--- config.mk ---
export PLATFORM = sky130hd
export DESIGN_NAME = en_range_scan_flat
export DESIGN_NICKNAME = d
export VERILOG_FILES = /design/src/rtl/en_range_pkg.sv /design/src/rtl/en_range_scan_if.sv /design/src/rtl/en_range_match.sv /design/src/rtl/en_range_scan.sv /design/src/flat_wrapper.sv
export SDC_FILE = /design/constraint.sdc
export NUM_CORES = 1
export LEC_CHECK = 0
export ABC_AREA = 0
export BUFFER_PORTS_ARGS = -buffer_cell sky130_fd_sc_hd__buf_2
export CAP_MARGIN = 10
export CORE_ASPECT_RATIO = 2
export CORE_MARGIN = 2
export CORE_UTILIZATION = 40
export CTS_CLUSTER_DIAMETER = 80
export DETAILED_ROUTE_END_ITERATION = 8
export PLACE_DENSITY = 0.57
export SLEW_MARGIN = 30
export SYNTH_ARGS = -nofsm -noshare
export SYNTH_HDL_FRONTEND = slang
export SYNTH_SLANG_ARGS = --single-unit
--- constraint.sdc ---
create_clock -name clk -period 4.2 [get_ports clk]
set_input_delay 1.05 -clock clk [delete_from_list [all_inputs] [get_ports clk]]
set_output_delay 1.05 -clock clk [all_outputs]
set_load 0.02 [all_outputs]
--- src/rtl/en_range_pkg.sv ---
// Shared types and default sizing for the element-table range scanner.
package en_range_pkg;

   localparam int unsigned W_DEF         = 8;
   localparam int unsigned DEPTH_DEF     = 16;
   localparam int unsigned SCOPE_MAX_DEF = 7;

   typedef enum logic [1:0] {
      IDLE = 2'd0,
      SCAN = 2'd1,
      DONE = 2'd2
   } state_t;

   // One element-table record at the default metadata width.
   typedef struct packed {
      logic             eltDef;
      logic             isMetadata;
      logic [W_DEF-1:0] metadata;
   } entry_t;

endpackage

--- src/rtl/en_range_scan_if.sv ---
// Table-write, lookup-request and response signals of the range scanner.
interface en_range_scan_if #(
   parameter int unsigned W     = en_range_pkg::W_DEF,
   parameter int unsigned DEPTH = en_range_pkg::DEPTH_DEF
);
   localparam int unsigned AW = $clog2(DEPTH);

   logic          wr_en;
   logic          wr_ready;
   logic [AW-1:0] wr_addr;
   logic          wr_eltDef;
   logic          wr_isMetadata;
   logic [W-1:0]  wr_metadata;

   logic          req_valid;
   logic          req_ready;
   logic [W-1:0]  req_handle;
   logic [W-1:0]  req_low;
   logic [W-1:0]  req_high;
   logic          req_mode;

   logic          resp_valid;
   logic          resp_ready;
   logic          resp_hit;
   logic [AW-1:0] resp_index;
   logic [AW:0]   resp_count;
   logic [W-1:0]  resp_value;

   modport master (
      output wr_en, wr_addr, wr_eltDef, wr_isMetadata, wr_metadata,
      output req_valid, req_handle, req_low, req_high, req_mode,
      output resp_ready,
      input  wr_ready, req_ready,
      input  resp_valid, resp_hit, resp_index, resp_count, resp_value
   );

   modport slave (
      input  wr_en, wr_addr, wr_eltDef, wr_isMetadata, wr_metadata,
      input  req_valid, req_handle, req_low, req_high, req_mode,
      input  resp_ready,
      output wr_ready, req_ready,
      output resp_valid, resp_hit, resp_index, resp_count, resp_value
   );

endinterface

--- src/rtl/en_range_match.sv ---
// Combinational match test of one table entry against a lookup handle.
module en_range_match import en_range_pkg::*; #(
   parameter int unsigned W         = W_DEF,
   parameter int unsigned SCOPE_MAX = SCOPE_MAX_DEF
) (
   input  logic         elt_def,
   input  logic         is_metadata,
   input  logic [W-1:0] metadata,
   input  logic [W-1:0] handle,
   output logic         match_c
);

   // Entry must be a defined, in-scope metadata record equal to the handle.
   assign match_c = is_metadata
                 && (32'(metadata) <= SCOPE_MAX)
                 && elt_def
                 && (metadata == handle);

endmodule

--- src/rtl/en_range_scan.sv ---
// Flop-based element table with a sequential one-entry-per-clock lookup scan.
module en_range_scan import en_range_pkg::*; #(
   parameter int unsigned W         = W_DEF,
   parameter int unsigned DEPTH     = DEPTH_DEF,
   parameter int unsigned SCOPE_MAX = SCOPE_MAX_DEF
) (
   input  logic            clk,
   input  logic            rst_n,
   en_range_scan_if.slave  bus
);

   localparam int unsigned AW = $clog2(DEPTH);
   localparam int unsigned CW = AW + 1;

   state_t        state;
   logic [AW-1:0] idx;
   logic [AW-1:0] first_idx;
   logic [CW-1:0] cnt;
   logic          seen;
   logic [W-1:0]  cap_handle;
   logic [W-1:0]  cap_low;
   logic [W-1:0]  cap_high;
   logic          cap_mode;

   logic          req_ready_q;
   logic          wr_ready_q;
   logic          resp_valid_q;
   logic          resp_hit_q;
   logic [AW-1:0] resp_index_q;
   logic [CW-1:0] resp_count_q;
   logic [W-1:0]  resp_value_q;

   logic          tbl_elt_def [DEPTH];
   logic          tbl_is_md   [DEPTH];
   logic [W-1:0]  tbl_md      [DEPTH];

   logic          match_c;
   logic          last_c;
   logic          any_c;
   logic          wr_fire_c;
   logic [CW-1:0] cnt_next_c;
   logic [AW-1:0] low_idx_c;

   en_range_match #(
      .W         (W),
      .SCOPE_MAX (SCOPE_MAX)
   ) u_match (
      .elt_def     (tbl_elt_def[idx]),
      .is_metadata (tbl_is_md[idx]),
      .metadata    (tbl_md[idx]),
      .handle      (cap_handle),
      .match_c     (match_c)
   );

   assign wr_fire_c  = bus.wr_en && wr_ready_q;
   assign last_c     = (idx == AW'(DEPTH - 1));
   assign cnt_next_c = cnt + CW'(match_c);
   assign any_c      = seen || match_c;
   assign low_idx_c  = seen ? first_idx : (match_c ? idx : '0);

   // Table storage; wr_ready is low throughout SCAN so a scan sees a frozen table.
   always_ff @(posedge clk or negedge rst_n) begin
      if (!rst_n) begin
         for (int unsigned i = 0; i < DEPTH; i++) begin
            tbl_elt_def[i] <= 1'b0;
            tbl_is_md[i]   <= 1'b0;
            tbl_md[i]      <= '0;
         end
      end else if (wr_fire_c) begin
         tbl_elt_def[bus.wr_addr] <= bus.wr_eltDef;
         tbl_is_md[bus.wr_addr]   <= bus.wr_isMetadata;
         tbl_md[bus.wr_addr]      <= bus.wr_metadata;
      end
   end

   // Request capture, scan sequencing and registered response/ready outputs.
   always_ff @(posedge clk or negedge rst_n) begin
      if (!rst_n) begin
         state        <= IDLE;
         idx          <= '0;
         first_idx    <= '0;
         cnt          <= '0;
         seen         <= 1'b0;
         cap_handle   <= '0;
         cap_low      <= '0;
         cap_high     <= '0;
         cap_mode     <= 1'b0;
         req_ready_q  <= 1'b0;
         wr_ready_q   <= 1'b0;
         resp_valid_q <= 1'b0;
         resp_hit_q   <= 1'b0;
         resp_index_q <= '0;
         resp_count_q <= '0;
         resp_value_q <= '0;
      end else begin
         case (state)
            IDLE: begin
               req_ready_q <= 1'b1;
               wr_ready_q  <= 1'b1;
               if (bus.req_valid && req_ready_q) begin
                  cap_handle  <= bus.req_handle;
                  cap_low     <= bus.req_low;
                  cap_high    <= bus.req_high;
                  cap_mode    <= bus.req_mode;
                  idx         <= '0;
                  first_idx   <= '0;
                  cnt         <= '0;
                  seen        <= 1'b0;
                  req_ready_q <= 1'b0;
                  wr_ready_q  <= 1'b0;
                  state       <= SCAN;
               end
            end
            SCAN: begin
               cnt <= cnt_next_c;
               if (match_c && !seen) begin
                  seen      <= 1'b1;
                  first_idx <= idx;
               end
               if (!cap_mode && match_c) begin
                  resp_valid_q <= 1'b1;
                  resp_hit_q   <= 1'b1;
                  resp_index_q <= idx;
                  resp_count_q <= CW'(1);
                  resp_value_q <= cap_high;
                  wr_ready_q   <= 1'b1;
                  state        <= DONE;
               end else if (last_c) begin
                  resp_valid_q <= 1'b1;
                  resp_hit_q   <= any_c;
                  resp_index_q <= low_idx_c;
                  resp_count_q <= cnt_next_c;
                  resp_value_q <= any_c ? cap_high : cap_low;
                  wr_ready_q   <= 1'b1;
                  state        <= DONE;
               end else begin
                  idx <= idx + AW'(1);
               end
            end
            DONE: begin
               if (bus.resp_ready) begin
                  resp_valid_q <= 1'b0;
                  req_ready_q  <= 1'b1;
                  state        <= IDLE;
               end
            end
            default: begin
               state <= IDLE;
            end
         endcase
      end
   end

   assign bus.req_ready  = req_ready_q;
   assign bus.wr_ready   = wr_ready_q;
   assign bus.resp_valid = resp_valid_q;
   assign bus.resp_hit   = resp_hit_q;
   assign bus.resp_index = resp_index_q;
   assign bus.resp_count = resp_count_q;
   assign bus.resp_value = resp_value_q;

endmodule

--- src/flat_wrapper.sv ---
// flat-port wrapper written by rule: the top's interface ports become plain ports
module en_range_scan_flat import en_range_pkg::*;
#(
   parameter int unsigned W         = W_DEF,
   parameter int unsigned DEPTH     = DEPTH_DEF,
   parameter int unsigned SCOPE_MAX = SCOPE_MAX_DEF
)
  (clk, rst_n, bus_wr_en, bus_wr_addr, bus_wr_eltDef, bus_wr_isMetadata, bus_wr_metadata, bus_req_valid, bus_req_handle, bus_req_low, bus_req_high, bus_req_mode, bus_resp_ready, bus_wr_ready, bus_req_ready, bus_resp_valid, bus_resp_hit, bus_resp_index, bus_resp_count, bus_resp_value);
  en_range_scan_if #(.W(W), .DEPTH(DEPTH)) bus_i ();
  input  logic clk;
  input  logic rst_n;
  input wire logic [$bits(bus_i.wr_en)-1:0] bus_wr_en;
  input wire logic [$bits(bus_i.wr_addr)-1:0] bus_wr_addr;
  input wire logic [$bits(bus_i.wr_eltDef)-1:0] bus_wr_eltDef;
  input wire logic [$bits(bus_i.wr_isMetadata)-1:0] bus_wr_isMetadata;
  input wire logic [$bits(bus_i.wr_metadata)-1:0] bus_wr_metadata;
  input wire logic [$bits(bus_i.req_valid)-1:0] bus_req_valid;
  input wire logic [$bits(bus_i.req_handle)-1:0] bus_req_handle;
  input wire logic [$bits(bus_i.req_low)-1:0] bus_req_low;
  input wire logic [$bits(bus_i.req_high)-1:0] bus_req_high;
  input wire logic [$bits(bus_i.req_mode)-1:0] bus_req_mode;
  input wire logic [$bits(bus_i.resp_ready)-1:0] bus_resp_ready;
  output wire logic [$bits(bus_i.wr_ready)-1:0] bus_wr_ready;
  output wire logic [$bits(bus_i.req_ready)-1:0] bus_req_ready;
  output wire logic [$bits(bus_i.resp_valid)-1:0] bus_resp_valid;
  output wire logic [$bits(bus_i.resp_hit)-1:0] bus_resp_hit;
  output wire logic [$bits(bus_i.resp_index)-1:0] bus_resp_index;
  output wire logic [$bits(bus_i.resp_count)-1:0] bus_resp_count;
  output wire logic [$bits(bus_i.resp_value)-1:0] bus_resp_value;
  assign bus_i.wr_en = bus_wr_en;
  assign bus_i.wr_addr = bus_wr_addr;
  assign bus_i.wr_eltDef = bus_wr_eltDef;
  assign bus_i.wr_isMetadata = bus_wr_isMetadata;
  assign bus_i.wr_metadata = bus_wr_metadata;
  assign bus_i.req_valid = bus_req_valid;
  assign bus_i.req_handle = bus_req_handle;
  assign bus_i.req_low = bus_req_low;
  assign bus_i.req_high = bus_req_high;
  assign bus_i.req_mode = bus_req_mode;
  assign bus_i.resp_ready = bus_resp_ready;
  assign bus_wr_ready = bus_i.wr_ready;
  assign bus_req_ready = bus_i.req_ready;
  assign bus_resp_valid = bus_i.resp_valid;
  assign bus_resp_hit = bus_i.resp_hit;
  assign bus_resp_index = bus_i.resp_index;
  assign bus_resp_count = bus_i.resp_count;
  assign bus_resp_value = bus_i.resp_value;
  en_range_scan #(.W(W), .DEPTH(DEPTH), .SCOPE_MAX(SCOPE_MAX)) u_core (.clk(clk), .rst_n(rst_n), .bus(bus_i));
endmodule
==> impl_metrics.py <==
metrics = {
    "place": {
        "dp_hpwl_um": 19680,
        "place.gp.congestion": 0.8779,
        "io_buffer_count": 64,
        "post-place-cells": 1135,
    },
    "floorplan": {
        "top_level_ports": 65,
        "area_of_the_die_sq_mm": 0.02744,
        "placementRows": 83,
        "floorplan.die.height_um": 232.3,
        "area_of_the_core_sq_mm": 0.02565,
        "die_w_um": 118.1,
        "initial_utilization": 0.4063,
    },
    "cts": {
        "cts-root-to-sink-buffers": 3,
        "clock_latency_ps": 510,
        "clk_transition_reported_paths_ps": 70,
        "cts-htree-levels": 1,
        "number_of_buffers_inserted_during_clock_tree_synthesis": 20,
        "cts_tree": "yes",
        "cts_setup_buffers": 0,
        "cts_hold_buf": 0,
        "cts.sinks": 222,
        "cts_resized": 0,
        "ctsRootBufferMaster": "clkbuf_16",
    },
    "timing": {
        "period_share": 0.9229,
        "totalNegativeSetupSlack_ps": 0,
        "worst_clock_skew_ps": 14.86,
        "finalSetupViolations": 0,
        "number_of_hold_violations_in_the_final_report": 0,
        "period_needed_ps": 3876,
        "finalMaxSlewViolations": 0,
        "rsz0062_at_grt": "false",
        "tightest_slew_ps": 853.9,
        "fmax_ghz": 0.2580,
        "slew_headroom": 0.4291,
    },
    "synthesis": {
        "avgSynthCellArea_sq_um": 13.97,
        "mappedNetlistArea_sq_mm": 0.01042,
        "synth_top_cell_area_share": 0.5331,
        "netlist_instances": 746,
        "ys_seq_area_frac": 0.5331,
        "ys_warn_count": 0,
        "synthDistinctLibCells": 73,
        "synth-edff-count": 0,
        "synth_area_leader_cell": "dfrtp_1",
        "synth.net_count": 796,
        "synth.ff_latch_count": 222,
        "ys.flop_type": "dfrtp_1",
        "async_reset_ff_frac": 1.000,
        "synth.top_cells.by_area": "dfrtp_1 (53%), mux2_2 (21%), mux4_2 (5.2%), o21ai_0 (1.4%), mux2_4 (1.3%)",
    },
    "layout": {
        "area_added_between_synthesis_and_finish_pct": 13.66,
        "fin_nets": 867,
        "finalNonFillerCells": 1171,
        "post_route_cells_drive_above_1_share": 0.4392,
        "diodes": 0,
    },
    "worst_setup_path": {
        "worstPathArrival_ps": 4280,
        "crit_path_start_kind": "flop",
        "critPathCapture": "u_core.bus.resp_count[4]",
        "timing.critical_path.to_type": "flop",
        "critPathKind": "flop to flop",
        "regToRegStartpoint": "u_core.idx[2]",
        "rrSetupSlack_ps": 320,
        "worst-path-max-fanout": 22,
        "r2r_cells": 11,
        "worst_reg2reg_endpoint": "u_core.bus.resp_count[4]",
        "cp_data_required_time_ps": 4610,
        "critical_path.startpoint": "u_core.idx[2]",
    },
    "min_path": {
        "startpoint_of_the_lowest_slack_hold_path": "u_core.tbl_is_md[15]",
        "timing.hold.worst.class": "flop to flop",
        "holdPathStages": 1,
    },
    "global_routing": {
        "use_met1": 0.2079,
        "grt.busiest_layer": "met2",
        "grt_usage": 0.2014,
        "grt_first_pass_wirelength_um": 42390,
        "overflow": 0,
        "grt_max_degree": 89,
        "grtUsageMet3": 0.02161,
        "grt_use_met2": 0.4005,
        "number_of_antenna_violations_at_the_first_check_in_global_routing": 0,
        "first_global_vias": 7327,
    },
    "pwr": {
        "totalPowerFinal_mw": 7.785,
        "p_leak_nw": 5.216,
        "powerDensity_mw_per_mm2": 657.2,
        "power.ir.vdd_worst_uv": 335.5,
    },
    "routing": {
        "vias": 6577,
        "post_drt_via_cell_ratio": 5.617,
        "post_drt_wl_per_cell_um": 23.25,
        "final_antenna_net_count": 0,
        "drtIter0Drc": 312,
        "remaining_drc_errors": 0,
        "postRouteWirelength_um": 27230,
        "dr.pass1.iters": 4,
    },
    "status": {
        "outcome": "complete, no violations",
    },
    "job": {
        "max_cap_viol_count": 0,
    },
}
per-stage QoR:
| stage | instance area, sq um | util | hold WS, ps | setup WS, ps |
|---|---|---|---|---|
| after floorplan | 10420 | - | 469.2 | 872.2 |
| after global placement | 11170 | 0.4356 | 479.9 | 431.0 |
| after detailed placement | 11170 | 0.4356 | 485.0 | 344.5 |
| after CTS | 11850 | 0.4618 | 500.0 | 330.2 |
| after global routing | 11850 | 0.4618 | 515.1 | 63.15 |
| final | 11850 | 0.4618 | 501.3 | 323.9 |
cell type report:
| type | instances | area, sq um |
|---|---|---|
| fillers | 2311 | 13810 |
| clock buffers | 28 | 571.8 |
| clock inverters | 8 | 98.84 |
| flip-flops and latches | 222 | 5557 |
| inverters | 16 | 60.06 |
| multi-input cells | 470 | 4592 |
| repair buffers | 87 | 540.5 |
| well taps | 340 | 425.4 |
cell families (layout without fill, tap and decap cells):
group / count (synthesis) / count (layout) / synth area share
buf+inv: 54 / 139 / 0.02737
xor+xnor: 4 / 4 / 0.003362
fa+ha+maj: 6 / 6 / 0.007204
simple gates: 121 / 121 / 0.06495
compound gates: 91 / 91 / 0.06255
mux: 248 / 248 / 0.3015
flops: 222 / 222 / 0.5331
placed cells by master, fill, tap and decap left out, drive strengths merged, types with 5 or more instances in the layout:
| cell type | n |
|---|---|
| a21oi | 11 |
| a22o | 6 |
| buf | 87 |
| clkbuf | 28 |
| clkinv | 5 |
| dfrtp | 222 |
| ha | 6 |
| inv | 15 |
| mux2 | 209 |
| mux2i | 11 |
| mux4 | 28 |
| nand2 | 28 |
| nand2b | 14 |
| nand3 | 10 |
| nor2 | 27 |
| nor2b | 6 |
| o21ai | 30 |
| o2bb2ai | 6 |
| o31ai | 5 |
| or4 | 5 |
metal layers:
metal	up-vias	wire [um]
li1	2902	-
met1	3458	9912
met2	159	15420
met3	58	800
met4	0	1092
met5	-	0
critical path: stages (launching register included):
cell	delay, ps
dfrtp_1	820
inv_1	490
o211a_1	330
o21ai_0	230
nand4b_1	170
nor4b_2	530
and2_1	280
ha_1	190
ha_1	220
nand3_1	110
xor2_1	170
o32ai_1	210
power by group:
part	internal, mW	leakage (nW)	switching (mW)
Clock	1.08	0.323	0.814
Sequential	2.89	2.79	0.450
Combinational	1.36	2.11	1.18
flip-flops by register name (all words and copies together) (netlist names):
name / flops
u_core.tbl_md: 128
u_core.tbl_elt_def: 16
u_core.tbl_is_md: 16
u_core.bus.resp_value: 8
u_core.cap_handle: 8
u_core.cap_high: 8
u_core.cap_low: 8
u_core.bus.resp_count: 5
u_core.cnt: 5
u_core.bus.resp_index: 4
u_core.first_idx: 4
u_core.idx: 4
u_core.state: 2
u_core.bus.req_ready: 1
u_core.bus.resp_hit: 1
u_core.bus.resp_valid: 1
u_core.bus.wr_ready: 1
u_core.cap_mode: 1
u_core.seen: 1
worst min-delay path by stage:
stage                               end
2_1_floorplan             u_core.cnt[4]
3_3_place_gp       u_core.tbl_is_md[15]
3_5_place_dp       u_core.tbl_is_md[15]
4_1_cts            u_core.tbl_is_md[15]
5_1_grt        u_core.bus.resp_count[0]
6_report           u_core.tbl_is_md[15]
cell usage after synthesis, types with 2 or more instances:
| cell type | instances |
|---|---|
| nor4_1 | 3 |
| o221a_2 | 2 |
| mux4_2 | 24 |
| nand4b_1 | 3 |
| nor2_1 | 26 |
| mux4_1 | 3 |
| a22o_1 | 6 |
| a221oi_1 | 3 |
| o221ai_1 | 2 |
| nor3_1 | 3 |
| a22oi_1 | 2 |
| a21o_1 | 2 |
| a211oi_1 | 4 |
| o21ai_0 | 29 |
| ha_1 | 6 |
| and3_1 | 4 |
| buf_6 | 4 |
| buf_2 | 4 |
| o31ai_1 | 4 |
| dfrtp_1 | 222 |
| mux2i_1 | 11 |
| a21oi_1 | 9 |
| buf_12 | 2 |
| xnor2_1 | 2 |
| or4_1 | 4 |
| clkbuf_1 | 21 |
| o2bb2ai_1 | 6 |
| inv_1 | 15 |
| nor3b_1 | 4 |
| mux2_1 | 2 |
| mux2_2 | 198 |
| buf_1 | 5 |
| nor2b_1 | 6 |
| nand2_1 | 28 |
| a31oi_1 | 2 |
| nand4_1 | 3 |
| a311oi_1 | 2 |
| o211ai_1 | 2 |
| nand3_1 | 10 |
| and2_1 | 3 |
| mux2_4 | 9 |
| xor2_1 | 2 |
| nand2b_1 | 14 |
Power figures use the tool's default switching activity.
